===== config.mk =====
export PLATFORM = sky130hd
export DESIGN_NAME = spi_master
export DESIGN_NICKNAME = d
export VERILOG_FILES = /design/src/rtl/spi_master.sv
export SDC_FILE = /design/constraint.sdc
export NUM_CORES = 1
export LEC_CHECK = 0
export CAP_MARGIN = 20
export CORE_MARGIN = 2
export CORE_UTILIZATION = 53
export DETAILED_ROUTE_END_ITERATION = 8
export PLACE_DENSITY = 0.79
export SLEW_MARGIN = 5
export SYNTH_ARGS = -nofsm -noshare
export SYNTH_HDL_FRONTEND = slang
export SYNTH_SLANG_ARGS = --single-unit
export TNS_END_PERCENT = 30

===== constraint.sdc =====
create_clock -name clk -period 2.1 [get_ports clk]
set_input_delay 0.525 -clock clk [delete_from_list [all_inputs] [get_ports clk]]
set_output_delay 0.525 -clock clk [all_outputs]
set_load 0.02 [all_outputs]

===== src/rtl/spi_master.sv =====
// ============================================================================
// spi_master: 16-bit mode-0 SPI master framing {address, readWrite, data}.
// Revision 1.0
// ============================================================================
`default_nettype none

module spi_master #(
   parameter int CLK_DIV = 16,
   parameter int CS_GAP  = 16
) (
   input  logic       clk,
   input  logic       reset,
   input  logic       start,
   input  logic       readWrite,
   input  logic [6:0] address,
   input  logic [7:0] writeData,
   output logic       busy,
   output logic       done,
   output logic [7:0] readData,
   output logic       sclk_pin,
   output logic       cs_pin,
   output logic       mosi_pin,
   input  logic       miso_pin
);

   localparam int MAX_CNT = (CLK_DIV > CS_GAP) ? CLK_DIV : CS_GAP;
   localparam int DW      = $clog2(MAX_CNT + 1);
   localparam logic [DW-1:0] DIV_LAST = DW'(CLK_DIV - 1);
   localparam logic [DW-1:0] GAP_LAST = DW'(CS_GAP - 1);

   typedef enum logic [2:0] {
      IDLE  = 3'd0,
      SHIFT = 3'd1,
      HOLD  = 3'd2,
      GAP   = 3'd3,
      DONE  = 3'd4
   } state_t;

   state_t          state, state_n;
   logic [DW-1:0]   div_cnt, div_cnt_n;
   logic [3:0]      bit_cnt, bit_cnt_n;
   logic [15:0]     frame, frame_n;
   logic [7:0]      rx_sr, rx_sr_n;
   logic            is_read, is_read_n;
   logic            miso_meta, miso_sync;
   logic            busy_n, done_n, sclk_n, cs_n, mosi_n;
   logic [7:0]      read_data_n;

   always_comb begin
      state_n     = state;
      div_cnt_n   = div_cnt;
      bit_cnt_n   = bit_cnt;
      frame_n     = frame;
      rx_sr_n     = rx_sr;
      is_read_n   = is_read;
      busy_n      = busy;
      done_n      = 1'b0;
      sclk_n      = sclk_pin;
      cs_n        = cs_pin;
      mosi_n      = mosi_pin;
      read_data_n = readData;

      case (state)
         IDLE: begin
            if (start) begin
               state_n   = SHIFT;
               frame_n   = {address, readWrite, (readWrite ? 8'h00 : writeData)};
               mosi_n    = address[6];
               is_read_n = readWrite;
               cs_n      = 1'b0;
               busy_n    = 1'b1;
               sclk_n    = 1'b0;
               div_cnt_n = '0;
               bit_cnt_n = 4'd0;
            end
         end
         SHIFT: begin
            if (div_cnt == DIV_LAST) begin
               div_cnt_n = '0;
               if (!sclk_pin) begin
                  sclk_n = 1'b1;
               end else begin
                  // End of a high phase: capture miso for the data byte, then advance.
                  if (bit_cnt[3]) begin
                     rx_sr_n = {rx_sr[6:0], miso_sync};
                  end
                  sclk_n = 1'b0;
                  if (bit_cnt == 4'd15) begin
                     state_n = HOLD;
                     mosi_n  = 1'b0;
                  end else begin
                     bit_cnt_n = bit_cnt + 4'd1;
                     frame_n   = {frame[14:0], 1'b0};
                     mosi_n    = frame[14];
                  end
               end
            end else begin
               div_cnt_n = div_cnt + DW'(1);
            end
         end
         HOLD: begin
            if (div_cnt == DIV_LAST) begin
               div_cnt_n = '0;
               cs_n      = 1'b1;
               state_n   = GAP;
            end else begin
               div_cnt_n = div_cnt + DW'(1);
            end
         end
         GAP: begin
            if (div_cnt == GAP_LAST) begin
               div_cnt_n = '0;
               state_n   = DONE;
               done_n    = 1'b1;
               busy_n    = 1'b0;
               if (is_read) begin
                  read_data_n = rx_sr;
               end
            end else begin
               div_cnt_n = div_cnt + DW'(1);
            end
         end
         DONE: begin
            state_n = IDLE;
         end
         default: begin
            state_n = IDLE;
         end
      endcase
   end

   always_ff @(posedge clk) begin
      if (reset) begin
         state     <= IDLE;
         div_cnt   <= '0;
         bit_cnt   <= 4'd0;
         frame     <= 16'h0000;
         rx_sr     <= 8'h00;
         is_read   <= 1'b0;
         miso_meta <= 1'b0;
         miso_sync <= 1'b0;
         busy      <= 1'b0;
         done      <= 1'b0;
         sclk_pin  <= 1'b0;
         cs_pin    <= 1'b1;
         mosi_pin  <= 1'b0;
         readData  <= 8'h00;
      end else begin
         state     <= state_n;
         div_cnt   <= div_cnt_n;
         bit_cnt   <= bit_cnt_n;
         frame     <= frame_n;
         rx_sr     <= rx_sr_n;
         is_read   <= is_read_n;
         miso_meta <= miso_pin;
         miso_sync <= miso_meta;
         busy      <= busy_n;
         done      <= done_n;
         sclk_pin  <= sclk_n;
         cs_pin    <= cs_n;
         mosi_pin  <= mosi_n;
         readData  <= read_data_n;
      end
   end

endmodule

`default_nettype wire


==> summary.md <==
| Metric | Value |
|---|---|
| GRT Total Usage | `21.3%` |
| Max_slew headroom | `68.2%` |
| First-pass GRT wire length | `8.49 mm` |
| TritonRoute pass-1 iters | `4` |
| Core ar. | `0.00406 mm^2` |
| Nets | `319` |
| Reg2reg end | `frame[12]` |
| VDD IR max | `0.490 mV` |
| Pwr dens | `666 mW/mm^2` |
| Largest net degree at the start of global routing | `20` |
| Routed vias/inst | `5.73` |
| Placement Cell Area | `0.00271 mm^2` |
| Reg-to-reg critical path startpoint | `state[0]` |
| Hold/Removal Path Class | `reg -> reg` |
| Gr ovfl total | `0` |
| Ys async rst share | `0%` |
| Crit path from | `start` |
| Final hold violations | `0` |
| Routability cong. | `0.845` |
| Internal reg-to-reg setup slack | `220 ps` |
| H-tree depth | `2` |
| Post-route minimum period | `1960 ps` |
| Routed WL | `4.91 mm` |
| Post-CTS setup buffer count | `0` |
| Syn Nets | `279` |
| Crit-path max FO | `15` |
| Avg Cell Area, Syn | `8.76 um^2` |
| Worst hold slack | `446 ps` |
| Mapped Area | `0.00225 mm^2` |
| Die width | `69.2 um` |
| Finish-stage setup viols | `0` |
| Crit path capture | `frame[12]` |
| Clk root buf | `clkbuf_8` |
| Unrepaired setup endpoints after global routing | `no` |
| Number of buffers created by CTS | `5` |
| CTS Buffer Depth | `2` |
| TritonCTS clock tree | `built` |
| Fmax | `0.509 GHz` |
| Outcome | `completed` |
| Post-synthesis sequential area ratio | `45.3%` |
| Die area | `0.00479 mm^2` |
| Hold-fix buffers at CTS | `0` |
| Kind of critical path | `in -> reg` |
| Required @ worst endpoint | `2310 ps` |
| Antenna viol nets, final | `0` |
| Clock Skews | `13.5 ps` |
| Critical Path Source Type | `input port` |
| Initial core utilization | `55.5%` |
| Post-route DRC | `0` |
| Fin crit share | `93.5%` |
| Post-detail-place hpwl | `3.32 mm` |
| Skew-Pair Late Insertion Delay | `310 ps` |
| Routed vias | `1995` |
| Final Cell Area | `0.00281 mm^2` |
| Clock transition at path regs | `80 ps` |
| Sinks on Clock Net | `51` |
| R2R depth | `5` |
| FF+latch count, synth | `51` |
| Share of post-route cells with drive strength above 1 | `10.4%` |
| Post-CTS sizing | `0` |
| Ant diodes | `0` |
| Worst-margin pin slew | `476 ps` |
| Critical path endpoint category | `register` |
| Post-Synthesis Cells | `257` |
| Top FF cell, synth | `dfxtp_1` |
| Number of max-cap violations | `0` |
| # port buffers | `32` |
| Hold path cells | `1` |
| Row Count | `23` |
| Die Y | `69.2 um` |
| Final Slew Violations | `0` |
| Synth warn | `0` |
| Count of cell types in the netlist | `40` |
| P_leak | `0.00110 uW` |
| Routed len/inst | `14.1 um` |
| WP data arrival | `2170 ps` |
| Post-synth EDFFs | `0` |
| Initial antenna violation count | `0` |
| Synthesis-to-finish area growth | `24.8%` |
| Initial DRC count | `153` |
| IO Count | `33` |
| Vias in the first global route | `1849` |
[where the power goes]
group / total [uW] / leakage [uW] / switching (uW) / internal (uW)
Sequential: 1030 / 0.000415 / 23.2 / 1000
Combinational: 244 / 0.000633 / 125 / 119
Clock: 602 / 0.0000474 / 333 / 269
Total: 1870 / 0.00110 / 481 / 1390
[layout make-up]
class,count,area (um^2)
fillers,315,1250
flip-flops and latches,51,1020
clock inverters,2,16.3
repair buffers,52,483
multi-input cells,183,1130
inverters,4,15.0
clock buffers,6,82.6
well taps,50,62.6
[state kept, by name, indices dropped and copies added, names as in the netlist, 3 cells and up]
signal,flops
bit_cnt,4
div_cnt,5
frame,15
readData,8
rx_sr,8
state,3
[layer usage]
layer	vias to the layer above	track usage, %	routed length (um)
met5	-	0	0
met1	938	27.7	2300
met3	5	5.52	231
li1	1007	-	-
met4	0	6.10	48
met2	45	34.9	2320
[cells in the final DEF (no fill, tap or decap), types with 2 or more instances in the layout]
cell | synthesis | routed
o22ai_1 | 2 | 2
nand2_1 | 24 | 24
a31oi_1 | 2 | 2
nand4b_1 | 2 | 2
inv_1 | 4 | 4
mux2i_1 | 18 | 18
nor2b_1 | 5 | 5
a311oi_1 | 9 | 9
o211a_1 | 2 | 2
ha_1 | 2 | 2
nor4b_1 | 3 | 3
o21ai_0 | 8 | 8
nand3_1 | 4 | 4
a211oi_1 | 7 | 7
o21a_1 | 2 | 2
dfxtp_1 | 51 | 51
nor3b_1 | 7 | 7
nor3_1 | 8 | 8
buf_4 | 1 | 19
nor2_1 | 28 | 28
a21oi_1 | 32 | 32
clkbuf_8 | 0 | 6
nand4_1 | 3 | 3
clkdlybuf4s50_1 | 0 | 32
[worst min-delay path by stage]
| stage | start | end | slack [ps] |
|---|---|---|---|
| final | miso_meta | miso_sync | 450 |
| after global routing | miso_meta | miso_sync | 470 |
| after CTS | miso_meta | miso_sync | 450 |
| after detailed placement | miso_meta | miso_sync | 430 |
| after global placement | miso_meta | miso_sync | 420 |
| after floorplan | miso_meta | miso_sync | 410 |
[worst max-delay path, cell delays in order]
cell	delay, ps
clkdlybuf4s50_1	500
or4b_1	460
o21ai_1	160
buf_12	180
a21oi_1	70
a311oi_1	270
[kinds of logic (layout without fill, tap and decap cells)]
group                      Yosys count  in the layout  share of synthesized area (%)
adders and majority gates            2              2                           1.11
muxes                               18             18                           8.00
DFF                                 51             51                           45.3
AOI/OAI and AO/OA                   70             70                           19.4
buffers and inverters               23             64                           4.44
and+or+nand+nor                     93             93                           21.7
[through the flow]
stage / TNS (ps) / utilization (%) / power, uW / std cells / setup WS [ps]
global route: 0 / 69.3 / 1950 / 348 / 89.7
detailed placement: -2020 / 66.9 / 1290 / 340 / -191
floorplan: 0 / - / 1180 / 257 / 267
global placement: -1090 / 66.9 / 1280 / 340 / -87.3
finish: 0 / 69.3 / 1870 / 348 / 136
CTS: 0 / 69.3 / 1880 / 348 / 140
[synthesized netlist by cell type (all sizes together) (3+ instances only)]
cell    count  area, um^2
a211oi      7        52.6
a21oi      32         160
a311oi      9        78.8
buf         4        28.8
clkbuf     15        56.3
dfxtp      51        1020
inv         4        15.0
mux2i      18         180
nand2      24        90.1
nand3       4        20.0
nand4       3        18.8
nor2       28         105
nor2b       5        31.3
nor3        9        56.3
nor3b       8        65.1
nor4b       3        26.3
o21ai       9        45.0
Power figures use the tool's default switching activity.
